`src/rtl/lisa_qqspi_arbiter.sv`:
```
// Two-port (instruction fetch I, data D) arbiter in front of one lisa_qqspi controller.
// Define LISA_QQSPI_ARB_RR_EN for round-robin tie-break; default is fixed priority D over I.
module lisa_qqspi_arbiter #(
  parameter int CHIP_SELECTS = 2
) (
  input  logic                    clk,
  input  logic                    rst,
  input  logic                    i_valid,
  input  logic [23:0]             i_addr,
  input  logic [3:0]              i_len,
  input  logic [CHIP_SELECTS-1:0] i_cs,
  output logic                    i_word,
  output logic [15:0]             i_rdata,
  output logic                    i_done,
  input  logic                    d_valid,
  input  logic [23:0]             d_addr,
  input  logic [3:0]              d_len,
  input  logic [CHIP_SELECTS-1:0] d_cs,
  input  logic [15:0]             d_wdata,
  input  logic [1:0]              d_wstrb,
  input  logic                    d_ack,
  output logic                    d_word,
  output logic [15:0]             d_rdata,
  output logic                    d_done,
  output logic [23:0]             m_addr,
  output logic [15:0]             m_wdata,
  output logic [1:0]              m_wstrb,
  output logic [3:0]              m_xfer_len,
  output logic [CHIP_SELECTS-1:0] m_ce_ctrl,
  output logic                    m_valid,
  output logic                    m_ready_ack,
  input  logic                    m_ready,
  input  logic                    m_xfer_done,
  input  logic [15:0]             m_rdata,
  output logic [1:0]              grant,
  output logic [1:0]              dbg_state
);

  // Handshake: a requester holds *_valid and its fields until *_done; m_valid is
  // held from grant until m_xfer_done, and a new grant is only issued once the
  // controller has dropped m_ready, so two requests never overlap on the controller.
  typedef enum logic [1:0] {IDLE = 2'd0, XFER = 2'd1, RELEASE = 2'd2} state_t;

  state_t state;
  logic   m_ready_q;
  logic   pick_d;

`ifdef LISA_QQSPI_ARB_RR_EN
  logic last_owner;  // 1 = D last granted, 0 = I
  always_comb pick_d = d_valid & (~i_valid | ~last_owner);
`else
  always_comb pick_d = d_valid;
`endif

  assign dbg_state = state;

  always_ff @(posedge clk or posedge rst) begin
    if (rst) begin
      state     <= IDLE;
      grant     <= 2'b00;
      m_valid   <= 1'b0;
      m_ready_q <= 1'b0;
      i_word    <= 1'b0;
      d_word    <= 1'b0;
      i_done    <= 1'b0;
      d_done    <= 1'b0;
`ifdef LISA_QQSPI_ARB_RR_EN
      last_owner <= 1'b0;
`endif
    end else begin
      m_ready_q <= m_ready;
      i_word    <= 1'b0;
      d_word    <= 1'b0;
      i_done    <= 1'b0;
      d_done    <= 1'b0;
      case (state)
        IDLE: begin
          if (!m_ready && (i_valid || d_valid)) begin
            grant   <= pick_d ? 2'b10 : 2'b01;
            m_valid <= 1'b1;
            state   <= XFER;
`ifdef LISA_QQSPI_ARB_RR_EN
            last_owner <= pick_d;
`endif
          end
        end
        XFER: begin
          // Each rising edge of m_ready marks one word delivered/consumed.
          if (m_ready && !m_ready_q) begin
            i_word <= grant[0];
            d_word <= grant[1];
          end
          if (m_xfer_done) begin
            m_valid <= 1'b0;
            i_done  <= grant[0];
            d_done  <= grant[1];
            state   <= RELEASE;
          end
        end
        RELEASE: begin
          if (!m_ready) begin
            grant <= 2'b00;
            state <= IDLE;
          end
        end
        default: state <= IDLE;
      endcase
    end
  end

  always_comb begin
    m_addr     = '0;
    m_wdata    = '0;
    m_wstrb    = '0;
    m_xfer_len = '0;
    m_ce_ctrl  = '0;
    if (grant[1]) begin
      m_addr     = d_addr;
      m_wdata    = d_wdata;
      m_wstrb    = d_wstrb;
      m_xfer_len = d_len;
      m_ce_ctrl  = d_cs;
    end else if (grant[0]) begin
      // Fetch port is read-only: write data and strobes stay zero.
      m_addr     = i_addr;
      m_xfer_len = i_len;
      m_ce_ctrl  = i_cs;
    end
  end

  assign m_ready_ack = grant[1] & d_ack;
  assign i_rdata     = m_rdata;
  assign d_rdata     = m_rdata;

endmodule
```
`config.mk`:
```
export PLATFORM = sky130hd
export DESIGN_NAME = lisa_qqspi_arbiter
export DESIGN_NICKNAME = d
export VERILOG_FILES = /design/src/rtl/lisa_qqspi_arbiter.sv
export SDC_FILE = /design/constraint.sdc
export NUM_CORES = 1
export LEC_CHECK = 0
export ABC_AREA = 1
export BUFFER_PORTS_ARGS = -buffer_cell sky130_fd_sc_hd__buf_2
export CORE_AREA = 2 2 75 77
export CTS_BUF_LIST = sky130_fd_sc_hd__clkbuf_4 sky130_fd_sc_hd__clkbuf_8 sky130_fd_sc_hd__clkbuf_16
export CTS_CLUSTER_DIAMETER = 120
export CTS_CLUSTER_SIZE = 14
export DETAILED_ROUTE_END_ITERATION = 7
export DIE_AREA = 0 0 77 79
export HOLD_SLACK_MARGIN = 0.02
export MAX_ROUTING_LAYER = met4
export PLACE_DENSITY = 0.68
export SLEW_MARGIN = 15
export SYNTH_ARGS = -nofsm -noshare
export SYNTH_HDL_FRONTEND = slang
export SYNTH_SLANG_ARGS = --single-unit
```
`constraint.sdc`:
```
create_clock -name clk -period 1.5 [get_ports clk]
set_clock_uncertainty 0.2 [all_clocks]
set_input_delay 0.3 -clock clk [delete_from_list [all_inputs] [get_ports clk]]
set_output_delay 0.3 -clock clk [all_outputs]
set_load 0.01 [all_outputs]
```
==> results.txt, run 1 <==
----------------------------------------------------
[Run status]
  Run status ... did not finish
  Terminating stage of the flow ... detailed routing
  First error line in the log ... [ERROR DRT-0255] Maze Route cannot find path of net m_rdata[9] in worker of routeBox ( 48300 0 ) ( 77000 48300 ).

[Synth]
  FFs w/ async S/R, synth ... 1.00
  Cell taking the most area after synthesis ... sky130_fd_sc_hd__nand2_1
  Area of the mapped netlist ... 1230 µm²
  Cell count after synthesis ... 213
  Most instantiated flip-flop cell in the synthesis netlist ... sky130_fd_sc_hd__dfrtp_1
  Number of warning messages in the yosys log ... 0
  Post-synth cell types ... 14
  Most used standard cell by instance count after synthesis ... sky130_fd_sc_hd__nand2_1
  Syn_nets ... 314
  Sequential share of the synthesized area ... 0.204
  Dominant cells by area after synthesis ... sky130_fd_sc_hd__nand2_1, sky130_fd_sc_hd__buf_4, sky130_fd_sc_hd__dfrtp_1, sky130_fd_sc_hd__nand3_1, sky130_fd_sc_hd__inv_1
  Ranking of synthesized cells by instance count ... sky130_fd_sc_hd__nand2_1, sky130_fd_sc_hd__buf_4, sky130_fd_sc_hd__nand3_1, sky130_fd_sc_hd__inv_1, sky130_fd_sc_hd__dfrtp_1
  EDFF count, synth ... 0
  Mean area per synthesized cell ... 5.76 µm²
  Portion of synthesized cell area occupied by the leading cell type ... 0.269
  Yosys reg bits ... 10

[Die]
  Number of standard-cell rows in the floorplan ... 27
  Starting density of the core ... 0.230
  I/O pins ... 191
  DIE WIDTH ... 77 µm
  Vertical die dimension ... 79 µm

[Global route]
  Largest net degree at the start of global routing ... 27
  Total routing usage reported by global routing ... 0.147
  First-pass GRT wire length ... 6.98 mm
  Antenna violations before repair ... 0
  Via count of the first global-routing pass ... 1469
  Total gr overflow ... 0

[Place]
  Routability-driven placement congestion ratio ... 0.723
  Setup slack at placement ... -0.0613 ns
  Final HPWL DP ... 3.27 mm
  Number of buffers inserted by port buffering ... 142
  Post-DP Area ... 1760 µm²

[Clocking]
  CTS Root Cell ... sky130_fd_sc_hd__clkbuf_8
  TritonCTS buffer count ... 3
  Maximum root-to-sink buffer count ... 2
  Clock H-tree levels ... 1
  Total clock sinks ... 10

[STA]
  Post-GRT worst EP ... m_addr[5]
  Pin type at the end of the worst path ... output port

----------------------------------------------------
per-layer routing:
| layer | global-route usage |
|---|---|
| met1 | 0.174 |
| met2 | 0.246 |
| met3 | 0.0250 |
| met4 | 0.0643 |
| met5 | - |
metrics by stage:
stage                     utilization  cells
after global routing            0.387    400
after CTS                       0.369    400
after detailed placement        0.331    386
after floorplan                     -    213
after global placement          0.331    386
timing repair:
action / CTS / global route
pin swaps: 0 / 2
setup buffers: 4 / 0
hold buffers: 2 / 0
resized for setup: 17 / 23
gates cloned: 4 / 0
endpoints found under the hold margin: 11 / 0
endpoints found under the setup margin: 51 / 51
cell families after synthesis:
kind of cell	count (synthesis)	synth area share
simple gates	131	0.443
buf+inv	71	0.349
flops	10	0.204
compound gates	1	0.00408
==> inputs of run 2 (changes only) <==
CTS_BUF_LIST = not set   (was sky130_fd_sc_hd__clkbuf_4 sky130_fd_sc_hd__clkbuf_8 sky130_fd_sc_hd__clkbuf_16)
CTS_CLUSTER_DIAMETER = not set   (was 120)
CTS_CLUSTER_SIZE = not set   (was 14)
HOLD_SLACK_MARGIN = not set   (was 0.02)
MAX_ROUTING_LAYER = not set   (was met4)
PLACE_DENSITY = not set   (was 0.68)
PLACE_DENSITY_LB_ADDON = 0.15   (was not set)
==> run 2 against run 1 <==
The flow now finishes, with violations (negative setup slack). Synthesized cell count unchanged. Global-route usage is 1.9 points lower. Synthesized area unchanged.
==> results.txt, run 2 <==
----------------------------------------------------
[Finish]
  Antenna diode count ... 0
  Fillers ... 623
  Top library cells by usage in the layout, fill and taps aside ... sky130_fd_sc_hd__buf_2, sky130_fd_sc_hd__nand2_1, sky130_fd_sc_hd__inv_1
  Fraction of layout cells with a size suffix above 1 ... 0.528
  Nets@finish ... 428
  Post-route cell area ... 2000 µm²
  Area growth syn-to-layout ... 63.1%
  Leading cell type in the layout, fill and taps excluded ... sky130_fd_sc_hd__buf_2

[Job]
  Max-capacitance violation count ... 0

[Synth]
  Xor/xnor cell area share of the yosys netlist ... 0 (unchanged)
  Dominant cells by area after synthesis ... sky130_fd_sc_hd__nand2_1, sky130_fd_sc_hd__buf_4, sky130_fd_sc_hd__dfrtp_1, sky130_fd_sc_hd__nand3_1, sky130_fd_sc_hd__inv_1
  Portion of synthesized cell area occupied by the leading cell type ... 0.269 (unchanged)
  Cell count after synthesis ... 213 (unchanged)
  Post-synthesis share of cell area spent on full adders, half adders and majority gates ... 0 (unchanged)
  Ranking of synthesized cells by instance count ... sky130_fd_sc_hd__nand2_1, sky130_fd_sc_hd__buf_4, sky130_fd_sc_hd__nand3_1, sky130_fd_sc_hd__inv_1, sky130_fd_sc_hd__dfrtp_1
  Area of the mapped netlist ... 1230 µm² (unchanged)
  Syn_nets ... 314 (unchanged)
  Sequential share of the synthesized area ... 0.204 (unchanged)
  Cell taking the most area after synthesis ... sky130_fd_sc_hd__nand2_1
  Post-synth cell types ... 14 (unchanged)
  Most instantiated flip-flop cell in the synthesis netlist ... sky130_fd_sc_hd__dfrtp_1
  Compound-gate portion of the synthesized area ... 0.00408 (unchanged)
  Number of warning messages in the yosys log ... 0 (unchanged)
  Yosys reg bits ... 10 (unchanged)
  Mean area per synthesized cell ... 5.76 µm² (unchanged)
  Synthesized-area fraction occupied by and/or/nand/nor cells ... 0.443 (unchanged)
  Fraction of synthesized area in multiplexers ... 0 (unchanged)
  FFs w/ async S/R, synth ... 1.00 (unchanged)
  Most used standard cell by instance count after synthesis ... sky130_fd_sc_hd__nand2_1
  Main combinational cell family by area after synthesis ... simple AND/OR/NAND/NOR gates
  EDFF count, synth ... 0 (unchanged)

[Pwr]
  Power Density ... 1450 nW/µm²
  Leakage component of the power ... 1.39 nW
  Relative contribution of combinational cells to total power ... 0.763
  Worst IR Drop VDD ... 0.000667 V
  Int Pwr ... 1.51 mW
  Seq pwr share ... 0.139
  Overall Power ... 2.90 mW
  Switching power as a share of total power ... 0.480
  Clock network power share ... 0.097
  Net switching power figure ... 1.39 mW

[Setup path]
  Peak per-stage delay on the critical path ... 0.42 ns
  Flop2flop setup slack ... 0.22 ns
  Crit Reg-Reg Endpoint ... d_word
  R2r worst-path depth ... 4
  Origin of the critical flop-to-flop path ... grant[1]
  Cell with the largest stage delay on the worst path ... sky130_fd_sc_hd__dfrtp_2
  Cell family contributing the most delay on the critical path ... flip-flops
  Element type at the critical path start ... register
  Worst Path Buf+Inv ... 3
  Crit Path Max Fanout ... 13
  Signal arrival time at the worst endpoint ... 1.18 ns
  Data required time of the critical path ... 1.00 ns
  Type of the worst setup path ... reg -> out
  Crit path cell chain ... clkinv_4 > buf_12 > nand3_1 > nand2_1 > buf_2
  Endpoint type of the worst setup path ... output port

[Clocking]
  TritonCTS buffer count ... 3 (unchanged)
  Clock latency reported for the late side of the worst-skew pair ... 0.23 ns
  Clock transition time at the flip-flop clock pins of the worst setup and hold paths ... 0.05 ns
  CTS tree ... yes
  Maximum root-to-sink buffer count ... 2 (unchanged)
  CTS Root Cell ... sky130_fd_sc_hd__clkbuf_8
  Clock H-tree levels ... 1 (unchanged)
  Total clock sinks ... 10 (unchanged)

[Die]
  I/O pins ... 191 (unchanged)
  Total Die Area ... 6080 µm²
  Starting density of the core ... 0.230 (unchanged)
  Placeable core area ... 5340 µm²
  Number of standard-cell rows in the floorplan ... 27 (unchanged)
  Vertical die dimension ... 79 µm (unchanged)
  DIE WIDTH ... 77 µm (unchanged)

[Drt]
  Residual antenna-violating net count after detailed routing ... 0
  Drc violations ... 0
  Vias after detailed routing ... 1614
  DR vias/cell ... 4.06
  Final routed wirelength across all metal layers ... 4.41 mm
  Number of search-and-repair iterations in the first detailed-routing pass ... 4
  Number of DRC markers after the initial detailed-route iteration ... 25
  Routed WL per cell ... 11.1 µm

[Min path]
  Worst Hold Endpoint ... m_ready_q
  Worst hold path startpoint ... m_ready
  Instance count along the most critical hold path ... 1
  Classification of the worst-slack hold path ... in -> reg

[STA]
  Post-route clock period utilization ... 1.12
  Max-slew headroom ... 0.747
  Count of endpoints failing hold in the final timing report ... 0
  Actual transition at the worst max-transition pin ... 0.378 ns
  Setup total negative slack ... -6.58 ns
  Final worst path period need ... 1.68 ns
  RSZ-0062 raised after global routing ... yes
  Number of pins with negative max-slew slack in the final report ... 0
  Number of setup violations in the final report ... 50
  Post-layout worst setup margin ... -0.176 ns
  Achievable frequency ... 0.597 GHz

[Global route]
  Total gr overflow ... 0 (unchanged)
  Via count of the first global-routing pass ... 1534 (+4.4%)
  First-pass GRT wire length ... 6.55 mm (-6.2%)
  Largest net degree at the start of global routing ... 30 (+11%)
  Total routing usage reported by global routing ... 0.128 (-0.0185)
  Antenna violations before repair ... 0 (unchanged)

[Place]
  Number of buffers inserted by port buffering ... 142 (unchanged)
  Routability-driven placement congestion ratio ... 0.654 (-9.5%)
  Final HPWL DP ... 3.35 mm (+2.5%)
  Post-DP Area ... 1790 µm² (+1.3%)
  Setup slack at placement ... 0.0479 ns (+0.109 ns)

[Run status]
  Violations in the final reports ... negative setup slack
  Run status ... complete, but fails checks

----------------------------------------------------
[run 2: kinds of logic (layout without fill, tap and decap cells)]
kind of cell           Yosys count  in the layout
AOI/OAI and AO/OA                1              1
and+or+nand+nor                131            131
buffers and inverters           71            184
DFF                             10             10
[run 2: final cells by class]
cell class	count	area, µm²	area share
timing repair buffer	153	892	0.446
tap	72	90.1	0.0451
clock buffer	4	45.0	0.0225
inverter	27	106	0.0532
sequential	10	253	0.126
multi-input combinational	132	613	0.307
[run 2: layer usage]
metal	up-vias	part of all wire	wire length, µm	GRT usage
met3	8	0.076	335	0.0295
met5	-	0	0	0
met2	77	0.53	2330	0.266
li1	838	-	-	-
met4	0	0.0070	31	0.0268
met1	691	0.39	1710	0.129
[run 2: worst reg2reg max path, stage by stage (launching register included)]
cell	delay [ns]
sky130_fd_sc_hd__dfrtp_2	0.42
sky130_fd_sc_hd__clkinv_4	0.11
sky130_fd_sc_hd__clkbuf_16	0.18
sky130_fd_sc_hd__buf_4	0.13
sky130_fd_sc_hd__nor3_1	0.16
[run 2: worst max-delay path by stage]
stage | from | to | slack (ns) | cells after the start
after floorplan | grant[1] | m_addr[6] | 0.1 | 5
after global placement | grant[1] | m_xfer_len[2] | 0.06 | 5
after detailed placement | grant[1] | m_addr[10] | 0.05 | 4
after CTS | grant[1] | m_xfer_len[1] | -0.18 | 5
after global routing | grant[1] | m_xfer_len[1] | -0.25 | 5
final | grant[1] | m_addr[1] | -0.18 | 5
[run 2: timing repair]
item	in CTS	in global routing
setup endpoints to repair	50	51
cloned	0	2
endpoints found under the hold margin	10	0
gates resized for setup	3	17
hold buffers	1	0
setup buffers	2	0
[run 2: power by group through the flow]
| stage | clock network [mW] | registers (mW) | logic [mW] |
|---|---|---|---|
| 2_1_floorplan | 0 | 0.411 | 1.22 |
| 3_3_place_gp | 0 | 0.390 | 1.98 |
| 3_5_place_dp | 0 | 0.393 | 1.98 |
| 4_1_cts | 0.288 | 0.394 | 2.06 |
| 5_1_grt | 0.303 | 0.412 | 2.49 |
| 6_report | 0.283 | 0.404 | 2.22 |
[run 2: through the flow]
stage,hold slack [ns],utilization,cells
floorplan,-0.0598,-,213
global placement,0.0983,0.335,389
detailed placement,0.100,0.335,389
CTS,0.0114,0.350,396
global route,0.0162,0.375,398
finish,0.0139,0.375,398
(Power assumes the default switching activity.)
==> inputs of run 3 (changes only) <==
REMOVE_ABC_BUFFERS = 1   (was not set)
TNS_END_PERCENT = 30   (was not set)
==> run 3 against run 2 <==
The run still ends with negative setup slack left. Combinational power grew 2%. Cell count did not move. Via count grew 2.6%. Register-to-register slack better by 0.10 ns. Non-clock buffer count unchanged. Sequential power fell by 2%. Clock power grew 20%. Setup slack worse by 0.017 ns. Cell area is 2.4% higher. Worst hold slack worse by 0.0044 ns. Critical path type unchanged. Largest cell class unchanged.
==> results.txt, run 3 (same netlist as run 2, synthesis figures left out) <==
----------------------------------------------------
[Pwr]
  Relative contribution of combinational cells to total power ... 0.755 (-0.008)
  Seq pwr share ... 0.131 (-0.008)
  Clock network power share ... 0.113 (+0.016)
  Overall Power ... 3.01 mW (+3.7%)
  Switching power as a share of total power ... 0.479 (-0.00126)
  Int Pwr ... 1.57 mW (+3.9%)
  Worst IR Drop VDD ... 0.000872 V (+31%)
  Net switching power figure ... 1.44 mW (+3.4%)
  Power Density ... 1470 nW/µm² (+1.2%)
  Leakage component of the power ... 1.40 nW (+0.97%)

[Setup path]
  Crit Path Max Fanout ... 6 (-7)
  Endpoint type of the worst setup path ... output port
  Type of the worst setup path ... reg -> out
  Crit path cell chain ... clkinv_4 > clkbuf_16 > nand3_2 > nand2_1 > buf_2
  Data required time of the critical path ... 1.00 ns (about the same)
  Cell with the largest stage delay on the worst path ... sky130_fd_sc_hd__dfrtp_2
  Signal arrival time at the worst endpoint ... 1.19 ns (about the same)
  Peak per-stage delay on the critical path ... 0.44 ns (+0.02 ns)
  Element type at the critical path start ... register

[Finish]
  Top library cells by usage in the layout, fill and taps aside ... sky130_fd_sc_hd__buf_2, sky130_fd_sc_hd__nand2_1, sky130_fd_sc_hd__inv_1
  Non-filler instance count after layout ... 398 (unchanged)
  Fillers ... 598 (-4.0%)
  Post-route cell area ... 2050 µm² (+2.4%)
  Fraction of layout cells with a size suffix above 1 ... 0.555 (+0.0276)
  Leading cell type in the layout, fill and taps excluded ... sky130_fd_sc_hd__buf_2
  Area growth syn-to-layout ... 67.0%
  Antenna diode count ... 0 (unchanged)
  Nets@finish ... 428 (unchanged)

[Clocking]
  Clock H-tree levels ... 1 (unchanged)
  Post-CTS Setup Bufs ... 0 (-2)
  CTS Root Cell ... sky130_fd_sc_hd__clkbuf_8
  TritonCTS buffer count ... 3 (unchanged)
  Total clock sinks ... 10 (unchanged)
  Clock latency reported for the late side of the worst-skew pair ... 0.24 ns (about the same)
  CTS tree ... yes
  Maximum root-to-sink buffer count ... 2 (unchanged)
  Clock transition time at the flip-flop clock pins of the worst setup and hold paths ... 0.05 ns (about the same)

[Run status]
  Violations in the final reports ... negative setup slack
  Run status ... complete, but fails checks

[Min path]
  Classification of the worst-slack hold path ... in -> reg

[Die]
  DIE WIDTH ... 77 µm (unchanged)
  Number of standard-cell rows in the floorplan ... 27 (unchanged)
  Vertical die dimension ... 79 µm (unchanged)
  Starting density of the core ... 0.230 (unchanged)
  I/O pins ... 191 (unchanged)
  Placeable core area ... 5340 µm² (unchanged)
  Total Die Area ... 6080 µm² (unchanged)

[Drt]
  DR vias/cell ... 4.16 (+2.6%)
  Number of search-and-repair iterations in the first detailed-routing pass ... 4 (unchanged)
  Final routed wirelength across all metal layers ... 4.96 mm (+13%)
  Drc violations ... 0 (unchanged)
  Number of DRC markers after the initial detailed-route iteration ... 51 (+100%)
  Vias after detailed routing ... 1656 (+2.6%)
  Routed WL per cell ... 12.5 µm (+13%)
  Residual antenna-violating net count after detailed routing ... 0 (unchanged)

[Global route]
  Antenna violations before repair ... 0 (unchanged)
  First-pass GRT wire length ... 6.65 mm (+1.6%)
  Total gr overflow ... 0 (unchanged)
  Largest net degree at the start of global routing ... 38 (+27%)
  Via count of the first global-routing pass ... 1384 (-9.8%)
  Total routing usage reported by global routing ... 0.136 (+0.00736)

[Place]
  Placed Cells incl. Taps ... 390 (+0.26%)
  Final HPWL DP ... 3.75 mm (+12%)
  Routability-driven placement congestion ratio ... 0.692 (+5.7%)
  Post-DP Area ... 1790 µm² (+0.35%)
  Number of buffers inserted by port buffering ... 142 (unchanged)
  Setup slack at placement ... 0.0541 ns (+0.00621 ns)

[STA]
  Post-layout worst setup margin ... -0.193 ns (-0.0174 ns)
  RSZ-0062 raised after global routing ... yes
  Post-route clock period utilization ... 1.13 (+0.0116)
  Post-route worst hold slack ... 0.00948 ns (-0.00437 ns)
  Number of setup violations in the final report ... 50 (unchanged)
  Count of endpoints failing hold in the final timing report ... 0 (unchanged)
  Number of pins with negative max-slew slack in the final report ... 0 (unchanged)
  Max-slew headroom ... 0.744 (-0.00335)
  Final worst path period need ... 1.69 ns (+0.0174 ns)
  Actual transition at the worst max-transition pin ... 0.383 ns (+0.00501 ns)
  Achievable frequency ... 0.591 GHz (-1.0%)

[Job]
  Max-capacitance violation count ... 0 (unchanged)

----------------------------------------------------
[run 3: cell counts in the layout (fill, tap and decap cells not counted)]
No cell type changed its count.
[run 3: per-layer routing]
| metal | wire, µm | vias to the layer above | global-route usage |
|---|---|---|---|
| met1 | 1920 | 708 | 0.149 |
| li1 | - | 837 | - |
| met3 | 639 | 7 | 0.0875 |
| met5 | 51 | - | 0.0636 |
| met4 | 24 | 2 | 0.0214 |
| met2 | 2320 | 102 | 0.219 |
[run 3: power groups by stage]
stage          clock [mW]  combinational, mW  sequential (mW)
2_1_floorplan           0              0.804            0.576
3_3_place_gp            0               1.98            0.393
5_1_grt             0.356               2.51            0.405
6_report            0.341               2.27            0.395
4_1_cts             0.347               1.98            0.392
3_5_place_dp            0               1.97            0.395
[run 3: worst paths after layout]
path | end | startpoint | slack (ns) | depth (start not counted)
worst max-delay path | m_addr[15] | grant[1] | -0.19 | 5
worst min-delay path | m_ready_q | m_ready | 0.009 | 1
worst max register to register | grant[1] | dbg_state[1] | 0.32 | 5
worst min register to register | m_valid | m_valid | 0.26 | 2
max in group asynchronous | grant[1] | rst | 0.41 | 3
min in group asynchronous | i_done | rst | 0.39 | 3
[run 3: through the flow]
stage                     TNS [ns]  utilization
final                        -6.79        0.384
after global routing         -9.98        0.384
after CTS                    -6.96        0.349
after detailed placement         0        0.336
after global placement           0        0.336
after floorplan             -25.84            -
[run 3: layout make-up]
| class | instances | area, µm² | area share |
|---|---|---|---|
| flip-flops and latches | 10 | 251 | 0.123 |
| clock buffers | 4 | 55.1 | 0.0269 |
| repair buffers | 153 | 890 | 0.434 |
| well taps | 72 | 90.1 | 0.0440 |
| multi-input cells | 132 | 656 | 0.320 |
| inverters | 27 | 106 | 0.0519 |
[run 3: what timing repair did]
action,in CTS,in global routing
resized for setup,2,26
cloned,0,3
setup endpoints to repair,50,51
endpoints found under the hold margin,10,0
pin swaps,0,6
hold buffers,1,0
[run 3: worst max-delay path: cells and delay by family, from the launching register on]
kind                   cells  cell delay, ns
flip-flops                 1            0.44
buffers and inverters      3            0.39
AND/OR/NAND/NOR            2            0.12
